==> src/rtl/hazard_ctrl.sv <==
`default_nettype none
// ============================================================================
// hazard_ctrl : pipeline stall/flush/halt sequencer for the 5-stage MIPS core.
//               Define HAZARD_STATS_EN to build the stall/flush event counters.
// Rev 1.0
// ============================================================================
module hazard_ctrl #(
  parameter int unsigned LOAD_STALL_CYCLES = 1,
  parameter int unsigned DRAIN_CYCLES      = 2,
  parameter logic [31:0] HALT_CODE         = 32'd10
) (
  input  logic        clk,
  input  logic        rst_n,
  input  logic [4:0]  i_id_rs,
  input  logic [4:0]  i_id_rt,
  input  logic        i_id_use_rs,
  input  logic        i_id_use_rt,
  input  logic        i_ex_ld,
  input  logic [4:0]  i_ex_wreg,
  input  logic        i_ex_redirect,
  input  logic        i_ex_syscall,
  input  logic [31:0] i_ex_v0,
  input  logic        i_resume,
  output logic        o_pc_en,
  output logic        o_if_id_en,
  output logic        o_if_id_zero,
  output logic        o_id_ex_stall,
  output logic        o_id_ex_zero,
  output logic        o_halt,
  output logic [31:0] o_stall_cnt,
  output logic [31:0] o_flush_cnt
);

  typedef enum logic [1:0] {
    S_RUN     = 2'd0,
    S_LDSTALL = 2'd1,
    S_DRAIN   = 2'd2,
    S_HALT    = 2'd3
  } state_t;

  // The detection cycle already supplies the first bubble, hence the -2.
  localparam logic [2:0] c_LDS_INIT   = (LOAD_STALL_CYCLES > 1) ? 3'(LOAD_STALL_CYCLES - 2) : 3'd0;
  localparam logic [2:0] c_DRAIN_INIT = 3'(DRAIN_CYCLES - 1);
  localparam logic       c_MULTI_STALL = (LOAD_STALL_CYCLES > 1);

  state_t     r_state;
  logic [2:0] r_cnt;

  logic w_ldu;
  logic w_hlt;

  assign w_ldu = i_ex_ld && (i_ex_wreg != 5'd0) &&
                 ((i_id_use_rs && (i_id_rs == i_ex_wreg)) ||
                  (i_id_use_rt && (i_id_rt == i_ex_wreg)));
  assign w_hlt = i_ex_syscall && (i_ex_v0 == HALT_CODE);

  always_comb begin
    o_pc_en       = 1'b0;
    o_if_id_en    = 1'b0;
    o_if_id_zero  = 1'b0;
    o_id_ex_stall = 1'b0;
    o_id_ex_zero  = 1'b0;
    o_halt        = 1'b0;
    if (!rst_n) begin
      o_if_id_zero = 1'b1;
      o_id_ex_zero = 1'b1;
    end else begin
      case (r_state)
        S_RUN: begin
          if (w_hlt) begin
            o_id_ex_zero = 1'b1;
          end else if (i_ex_redirect) begin
            o_pc_en      = 1'b1;
            o_if_id_zero = 1'b1;
            o_id_ex_zero = 1'b1;
          end else if (w_ldu) begin
            o_id_ex_zero = 1'b1;
          end else begin
            o_pc_en       = 1'b1;
            o_if_id_en    = 1'b1;
            o_id_ex_stall = 1'b1;
          end
        end
        S_LDSTALL, S_DRAIN: o_id_ex_zero = 1'b1;
        S_HALT:             o_halt       = 1'b1;
        default:            o_id_ex_zero = 1'b1;
      endcase
    end
  end

  always_ff @(posedge clk or negedge rst_n) begin
    if (!rst_n) begin
      r_state <= S_RUN;
      r_cnt   <= 3'd0;
    end else begin
      case (r_state)
        S_RUN: begin
          if (w_hlt) begin
            r_state <= S_DRAIN;
            r_cnt   <= c_DRAIN_INIT;
          end else if (!i_ex_redirect && w_ldu && c_MULTI_STALL) begin
            r_state <= S_LDSTALL;
            r_cnt   <= c_LDS_INIT;
          end
        end
        S_LDSTALL: begin
          if (r_cnt == 3'd0) r_state <= S_RUN;
          else               r_cnt   <= r_cnt - 3'd1;
        end
        S_DRAIN: begin
          if (r_cnt == 3'd0) r_state <= S_HALT;
          else               r_cnt   <= r_cnt - 3'd1;
        end
        S_HALT: begin
          if (i_resume) r_state <= S_RUN;
        end
        default: r_state <= S_RUN;
      endcase
    end
  end

`ifdef HAZARD_STATS_EN
  logic        w_stall_evt;
  logic        w_flush_evt;
  logic [31:0] r_stall_cnt;
  logic [31:0] r_flush_cnt;

  assign w_stall_evt = (r_state == S_LDSTALL) ||
                       ((r_state == S_RUN) && !w_hlt && !i_ex_redirect && w_ldu);
  assign w_flush_evt = (r_state == S_RUN) && !w_hlt && i_ex_redirect;

  always_ff @(posedge clk or negedge rst_n) begin
    if (!rst_n) begin
      r_stall_cnt <= 32'd0;
      r_flush_cnt <= 32'd0;
    end else begin
      if (w_stall_evt && (r_stall_cnt != 32'hFFFF_FFFF)) r_stall_cnt <= r_stall_cnt + 32'd1;
      if (w_flush_evt && (r_flush_cnt != 32'hFFFF_FFFF)) r_flush_cnt <= r_flush_cnt + 32'd1;
    end
  end

  assign o_stall_cnt = r_stall_cnt;
  assign o_flush_cnt = r_flush_cnt;
`else
  assign o_stall_cnt = 32'd0;
  assign o_flush_cnt = 32'd0;
`endif

endmodule
`default_nettype wire

==> config.mk <==
export PLATFORM = sky130hd
export DESIGN_NAME = hazard_ctrl
export DESIGN_NICKNAME = d
export VERILOG_FILES = /design/src/rtl/hazard_ctrl.sv
export SDC_FILE = /design/constraint.sdc
export NUM_CORES = 1
export LEC_CHECK = 0
export BUFFER_PORTS_ARGS = -buffer_cell sky130_fd_sc_hd__buf_2
export CORE_ASPECT_RATIO = 1.2
export CORE_MARGIN = 2
export CORE_UTILIZATION = 35
export DETAILED_ROUTE_END_ITERATION = 6
export PLACE_DENSITY = 0.81
export SYNTH_ARGS = -nofsm -noshare
export SYNTH_HDL_FRONTEND = slang
export SYNTH_SLANG_ARGS = --single-unit
==> constraint.sdc <==
create_clock -name clk -period 2 [get_ports clk]
set_input_delay 0.2 -clock clk [delete_from_list [all_inputs] [get_ports clk]]
set_output_delay 0.2 -clock clk [all_outputs]
set_load 0.1 [all_outputs]
; ---- After elaboration in Yosys (flattened, before gate mapping)
; Index checks and enable logic that the tools add are counted.
[totals]
regBits = 5
in_bits = 55
output_inout_bits = 70
elab_cells = 55
[op_classes]
addsub = 1
n_eq_ne = 11
muxes = 28
reduce_logical = 13
[op_table]
columns = operator, n
row1 = "32-bit by 4-bit == test with 1-bit output, second input constant", 1
row2 = 1-bit 2-to-1 mux, 19
row3 = 5-bit == test, 2
row4 = "2-bit inequality test, second input constant", 5
row5 = 2-bit 2-to-1 mux, 4
row6 = 2-bit case mux with 4 select lines, 1
row7 = 3-bit 2-to-1 mux, 2
row8 = 3-bit case mux with 2 select lines, 1
row9 = 1-bit logical AND, 5
row10 = 5-bit nonzero test, 1
row11 = "2-bit == test, second input constant", 2
row12 = 4-bit AND reduction, 1
row13 = 3-bit logical NOT, 1
row14 = 3-bit AND reduction, 1
row15 = "3-bit by 1-bit subtractor with 3-bit output, second input constant", 1
row16 = "2-bit by 1-bit == test with 1-bit output, second input constant", 1
row17 = 2-bit logical NOT, 1
row18 = 1-bit case mux with 2 select lines, 1
row19 = 2-bit nonzero test, 1
row20 = 2-bit OR reduction, 1
row21 = 1-bit logical OR, 1

; ---- Longest topological paths before layout
; Gate-level depths: netlist of run 1.
[depth]
ltp_word = 9
depth_mapped = 6
ltp_nobuf = 5

; ---- Worst setup path before layout of run 1
; No wires, ideal clock.
[synth_timing]
path_type = input-to-output
start = in i_ex_wreg[1]
end = out o_pc_en
arrival_ps = 3374
t_required_ps = 1800
slack_ps = -1574
stages = 3
path_buffers = 0
path_cell_list = or4_1 o21a_1 a311oi_1
[synth_between]
elab_chain_cells = 9
elab_cells_between_ends = 13
cone_classes = 2 x eq/ne / 5 x mux / 6 x reduce/logical
[synth_lines]
columns = element, line_no
row1 = from (decl), 19  ; input logic [4:0] i_ex_wreg,
row2 = 5-bit == test (on tied branches), "53, 54"
row3 = 1-bit logical AND (on tied branches), "53, 54"
row4 = 1-bit logical OR, 53  ; ((i_id_use_rs && (i_id_rs == i_ex_wreg)) ||
row5 = 1-bit logical AND (*), 52  ; assign w_ldu = i_ex_ld && (i_ex_wreg != 5'd0) &&
row6 = 1-bit 2-to-1 mux (*), 76  ; end else if (w_ldu) begin
row7 = 1-bit 2-to-1 mux (*), 72  ; end else if (i_ex_redirect) begin
row8 = 1-bit 2-to-1 mux (*), 70  ; if (w_hlt) begin
row9 = 1-bit 2-to-1 mux (*), 68  ; case (r_state)
row10 = 1-bit 2-to-1 mux (*), 64  ; if (!rst_n) begin
row11 = to (decl), 24  ; output logic o_pc_en,
; Mark *: on every way between the ends. The rest lies on a longest branch, timed or not.

; ---- Final worst setup path of run 1
[layout_timing]
start = in i_ex_wreg[1]
end = out o_id_ex_stall
[layout_between]
elab_chain_cells = 9
elab_cells_between_ends = 13
cone_classes = 2 x eq/ne / 5 x mux / 6 x reduce/logical
[layout_lines]
columns = element, line_no
row1 = 5-bit == test (on tied branches), "53, 54"
row2 = 1-bit logical AND (on tied branches), "53, 54"
row3 = 1-bit logical OR, 53
row4 = 1-bit logical AND (*), 52
row5 = 1-bit 2-to-1 mux (*), 76
row6 = 1-bit 2-to-1 mux (*), 72
row7 = 1-bit 2-to-1 mux (*), 70
row8 = 1-bit 2-to-1 mux (*), 68
row9 = 1-bit 2-to-1 mux (*), 64
row10 = to (decl), 27  ; output logic o_id_ex_stall,
; Marks and branches as above.

==> results of run 1 <==
synthesized netlist by cell type:
cell type	instances
and4bb_2	1
inv_1	9
o21ai_0	1
or4_1	1
or3_1	1
conb_1	1
o221ai_1	1
nor4_2	2
ha_1	7
xnor2_1	10
a21oi_1	1
a221o_2	1
mux2_1	1
nor4b_2	1
o221a_2	1
dfrtp_1	5
nor3_1	3
a311oi_1	1
nand2_1	3
a222oi_1	1
o31ai_4	1
nor4_1	3
mux2i_1	1
nor2_1	5
and3_1	3
buf_4	65
o21ai_2	1
o22ai_1	1
o21a_1	1
o31ai_1	1
a221o_1	1
nand4_1	4
worst max-delay path: stages:
cell and delay [ns]:
buf_2 0.12, or4_1 0.52, o21a_1 0.25, a21oi_2 0.19
and3_4 0.25, buf_12 0.18
metrics by stage:
| step | setup WS, ns | instance area (um^2) | util [%] |
|---|---|---|---|
| after global placement | 0.0360 | 1360 | 44.2 |
| after global routing | 0.0263 | 1420 | 45.9 |
| after detailed placement | 0.00222 | 1360 | 44.2 |
| after floorplan | -0.106 | 1420 | - |
| after CTS | 0.00173 | 1410 | 45.6 |
| final | 0.0920 | 1420 | 45.9 |
power groups by stage:
stage,combinational (uW),sequential (uW),clock [uW]
2_1_floorplan,1360,182,0
3_3_place_gp,1550,189,0
3_5_place_dp,1570,191,0
4_1_cts,1590,190,120
5_1_grt,1720,200,124
6_report,1630,194,117
routing by layer:
layer	part of all wire, %	track usage [%]	wire length (um)
met5	0	0	0
met4	0.30	1.79	7
met3	11	4.85	255
met2	56	20.0	1300
met1	33	11.7	776
layout make-up:
| cell class | count | area, um^2 |
|---|---|---|
| repair buffers | 65 | 403 |
| flip-flops and latches | 5 | 125 |
| clock buffers | 4 | 26.3 |
| inverters | 9 | 33.8 |
| well taps | 36 | 45.0 |
| fillers | 320 | 1670 |
| multi-input cells | 123 | 783 |
final timing paths:
check,to
worst min register to register,r_cnt[2]
worst max-delay path,o_id_ex_stall
worst min-delay path,r_state[1]
worst max register to register,r_state[0]
min in group clk,r_state[1]
max in group asynchronous,r_cnt[0]
cell families (layout without fill, tap and decap cells):
group                      after synthesis  after routing
and+or+nand+nor                         27             27
adders and majority gates                7              7
xor gates and xnor gates                10             10
muxes                                    2              2
DFF                                      5              5
buffers and inverters                   74             78
other                                    1             64
AOI/OAI and AO/OA                       13             13
what timing repair did:
action                                 CTS  global route
pin swaps                                0             0
setup endpoints to repair                4             1
resized for setup                        3             3
hold buffers                             1             0
endpoints found under the hold margin    5             0
sequential cells by signal (all words and copies together) (netlist names):
signal   cells
r_state      2
r_cnt        3
==> key figures, run 1 <==
Global route
  – Overflow after GRT: 0
  – First-pass GRT wire length: 3.19 mm
  – Total Routing Usage GR: 10.9%
  – Vias in the first global route: 796
  – Largest net degree at the start of global routing: 10
  – Initial antenna violation count: 0

Timing
  – Hold WS: 0.346 ns
  – Achievable Freq: 0.524 GHz
  – Final hold vios: 0
  – RSZ-0062 raised after global routing: false
  – Setup violations, final: 0
  – Worst Skew: 0.000679 ns
  – Final period utilization: 95.4%
  – Fin crit period: 1.91 ns
  – Max-slew violations: 0
  – Setup TNS: 0 ns

Clock tree
  – Clk buf depth: 2
  – Sink Count: 5
  – CTS tree: yes
  – CTS Buf Count: 3
  – Post-CTS setup buffer count: 0
  – Worst-skew pair later-pin latency: 0.24 ns
  – Clock transition at path regs: 0.04 ns
  – Clock root buffer: clkbuf_4
  – H-tree lvl count: 1

Finish
  – Share of layout cells above drive strength 1: 40.8%
  – Commonest non-fill, non-tap cell in the layout: conb_1
  – Cell Count, Final, Fillers Out: 242
  – Area Overhead vs Synth: 24.0%
  – # nets final: 269
  – Most frequent cells in the layout: conb_1, buf_2, xnor2_1
  – Ant diodes: 0

Logic synthesis
  – Synth Area in Compound Gates: 10.6%
  – Simple-gate area share of the yosys netlist: 15.2%
  – Synth top area share: 42.7%
  – Synthesized flop and latch total: 5
  – Yosys warns: 0
  – Post-synthesis mux area share: 1.86%
  – Largest family of logic cells by synthesized area: buffers and inverters
  – Post-Synthesis Cell Area: 1140 um^2
  – Netlist cell types: 32
  – Adder-Cell Fraction of Synth Area: 7.67%
  – Mapped Cells: 139
  – Top area cells in the synthesized netlist: buf_4, dfrtp_1, ha_1
  – Post-Synth XOR/XNOR Area: 7.67%
  – Syn Area/Cell: 8.22 um^2
  – Seq/Total Area, Yosys: 11.0%
  – Leading area contributor after synthesis: buf_4

Worst setup path
  – R2R cell count: 5
  – CP startpoint: i_ex_wreg[1]
  – CP Max Fanout: 3
  – Reg2reg start: r_cnt[0]
  – Crit. End Element: output pin
  – Req. time, crit path: 1.80 ns
  – CP arrival: 1.71 ns
  – R2r setup slk: 0.41 ns
  – Critical Path Start Type: primary input
  – CP Class: primary input to output pin

Die
  – Die width: 56.2 um
  – # IOs: 125
  – Die Area: 3740 um^2
  – Initial Utilization: 37.1%
  – DIE HEIGHT: 66.6 um
  – # rows: 22
  – Placeable Area: 3080 um^2

Power and ir drop
  – Clock Power Share: 6.0%
  – Logic gate share of total power: 84.0%
  – Switching pwr: 1230 uW
  – Final Total Pwr: 1940 uW
  – P_int: 707 uW
  – Power density over cell area: 1370 nW/um^2
  – Leak: 0.000765 uW
  – Sw frac: 63.5%
  – Reg power frac: 10.0%
  – Peak supply drop: 1.23 mV

Placed design
  – Hpwl dp: 2.19 mm
  – I/O Buffers: 60
  – Routability-driven placement congestion ratio: 0.737
  – # placed instances: 237

Drt
  – DR vias: 975
  – Final wirelength: 2.34 mm
  – Drt initial violations: 6
  – # DRC: 0
  – Via density: 4.03
  – ANT nets after route: 0
  – 1st-pass router iterations: 7
  – Drt wl/cell: 9.65 um

Outcome
  – Run status: completed

Job
  – # Max-Cap Violations: 0

Min path
  – Hold Crit Class: primary input to async pin
Power figures use the tool's default switching activity.
==> run 2: changes to the inputs <==
--- a/config.mk
+++ b/config.mk
@@ -10,7 +10,7 @@
 export CORE_MARGIN = 2
 export CORE_UTILIZATION = 35
 export DETAILED_ROUTE_END_ITERATION = 6
-export PLACE_DENSITY = 0.81
+export PLACE_DENSITY = 0.82
 export SYNTH_ARGS = -nofsm -noshare
 export SYNTH_HDL_FRONTEND = slang
 export SYNTH_SLANG_ARGS = --single-unit
==> constraint.sdc (replaced) <==
create_clock -name clk -period 2 [get_ports clk]
set_input_delay 0.3 -clock clk [delete_from_list [all_inputs] [get_ports clk]]
set_output_delay 0.3 -clock clk [all_outputs]
set_load 0.1 [all_outputs]
==> run 2 against run 1 <==
  * The run now ends with setup timing left
  * Cell area grew 12%
  * Hold slack gained 0.14 ns
  * Setup slack lost 0.14 ns
  * Sequential share of layout area shrank 0.95 points
  * Die area is the same
  * Count of clock-buffer cells in the layout is the same
  * Fmax shrank 6.9%
  * Clock power grew 6%
  * Final cell count grew 4.1%
  * Critical endpoint is now o_pc_en
==> key figures, run 2 (same netlist as run 1, synthesis figures left out) <==
Timing
  – Worst Skew: 0.00101 ns
  – Fin crit period: 2.05 ns
  – Final hold vios: 0
  – Achievable Freq: 0.488 GHz
  – Setup violations, final: 3
  – Final period utilization: 102%
  – RSZ-0062 raised after global routing: true
  – Fin worst setup slack: -0.0493 ns
  – Max-slew violations: 0

Power and ir drop
  – Reg power frac: 9.7%
  – Leak: 0.000831 uW
  – P_int: 752 uW
  – Power density over cell area: 1260 nW/um^2
  – Peak supply drop: 0.925 mV
  – Logic gate share of total power: 84.1%
  – Clock Power Share: 6.2%
  – Final Total Pwr: 2000 uW
  – Sw frac: 62.4%
  – Switching pwr: 1250 uW

Clock tree
  – Clock root buffer: clkbuf_4
  – CTS tree: yes
  – Sink Count: 5
  – Clk buf depth: 2
  – Clock transition at path regs: 0.04 ns
  – CTS Buf Count: 3
  – H-tree lvl count: 1
  – Worst-skew pair later-pin latency: 0.25 ns

Finish
  – Most flop-heavy register: r_cnt
  – Commonest non-fill, non-tap cell in the layout: conb_1
  – Largest registers: r_cnt x3, r_state x2
  – Max FFs per register: 3
  – Share of layout cells above drive strength 1: 46.3%
  – Area Overhead vs Synth: 39.0%
  – Ant diodes: 0
  – Most frequent cells in the layout: conb_1, buf_2, buf_4
  – # nets final: 279
  – Final Core Density: 51.5%

Die
  – # rows: 22
  – Placeable Area: 3080 um^2
  – DIE HEIGHT: 66.6 um
  – # IOs: 125
  – Initial Utilization: 37.1%
  – Die Area: 3740 um^2
  – Die width: 56.2 um

Drt
  – Final wirelength: 2.56 mm
  – ANT nets after route: 0
  – Drt wl/cell: 10.1 um
  – Drt initial violations: 14
  – DR vias: 1039
  – # DRC: 0
  – Via density: 4.12
  – 1st-pass router iterations: 4

Worst setup path
  – Req. time, crit path: 1.70 ns
  – CP arrival: 1.75 ns
  – Critical Path Start Type: primary input
  – CP Class: primary input to output pin
  – Crit. End Element: output pin
  – CP Max Fanout: 2

Global route
  – Met2 usage: 23.8%
  – Met1 Use GR: 12.1%
  – First-pass GRT wire length: 3.55 mm
  – Vias in the first global route: 869
  – Initial antenna violation count: 0
  – Busiest layer in global routing: met2
  – Largest net degree at the start of global routing: 8
  – GR met3 Demand/Resource: 1.55%
  – Total Routing Usage GR: 12.3%
  – Overflow after GRT: 0

Placed design
  – Placement Setup Slack: -0.100 ns
  – Hpwl dp: 2.14 mm
  – Routability-driven placement congestion ratio: 0.764
  – I/O Buffers: 60

Min path
  – Hold Crit Class: primary input to flip-flop

Job
  – # Max-Cap Violations: 0

Outcome
  – Failing checks: setup timing
  – Run status: complete, but fails checks
## run 2: layout make-up
type / instances / area (um^2)
fillers: 298 / 1500
repair buffers: 75 / 507
inverters: 9 / 33.8
multi-input cells: 123 / 851
flip-flops and latches: 5 / 125
clock buffers: 4 / 26.3
well taps: 36 / 45.0
## run 2: worst paths after layout
kind	startpoint	slack, ns	depth (start not counted)	end
min in group asynchronous	rst_n	0.56	2	r_cnt[2]
max in group asynchronous	rst_n	1.23	2	r_state[0]
setup / recovery	i_ex_wreg[4]	-0.05	6	o_pc_en
hold / removal	i_resume	0.49	3	r_state[0]
setup reg to reg	r_state[0]	0.42	5	r_cnt[1]
hold reg to reg	r_cnt[1]	0.54	1	r_cnt[1]
## run 2: power groups by stage
stage	registers, uW	clock network, uW	logic, uW
2_1_floorplan	182	0	1400
3_5_place_dp	192	0	1600
5_1_grt	202	133	1780
4_1_cts	194	128	1630
3_3_place_gp	188	0	1590
6_report	194	124	1680
## run 2: per-stage QoR
step | instances | instance area [um^2] | TNS, ns | hold slack [ns]
floorplan | 202 | 1450 | -0.387 | 0.00441
global placement | 242 | 1420 | -0.327 | 0.175
detailed placement | 242 | 1420 | -0.334 | 0.181
CTS | 248 | 1510 | -0.241 | 0.487
global route | 252 | 1590 | -0.323 | 0.508
finish | 252 | 1590 | -0.143 | 0.489
## run 2: timing repair
action	in CTS	in global routing
endpoints found under the hold margin	5	0
endpoints found under the setup margin	5	5
pin swaps	10	5
hold buffers	1	0
resized for setup	11	8
setup buffers	1	4
## run 2: critical path, stage by stage
cell      delay [ns]
buf_6           0.09
or4_4           0.52
o21a_1          0.23
buf_4           0.15
a311oi_4        0.24
buf_12          0.21
## run 2: layer usage
layer | wire (um) | part of all wire (%) | up-vias
met5 | 0 | 0 | -
met4 | 61 | 2.4 | 0
met3 | 227 | 8.9 | 5
met2 | 1510 | 59 | 65
met1 | 758 | 30 | 471
li1 | - | - | 498
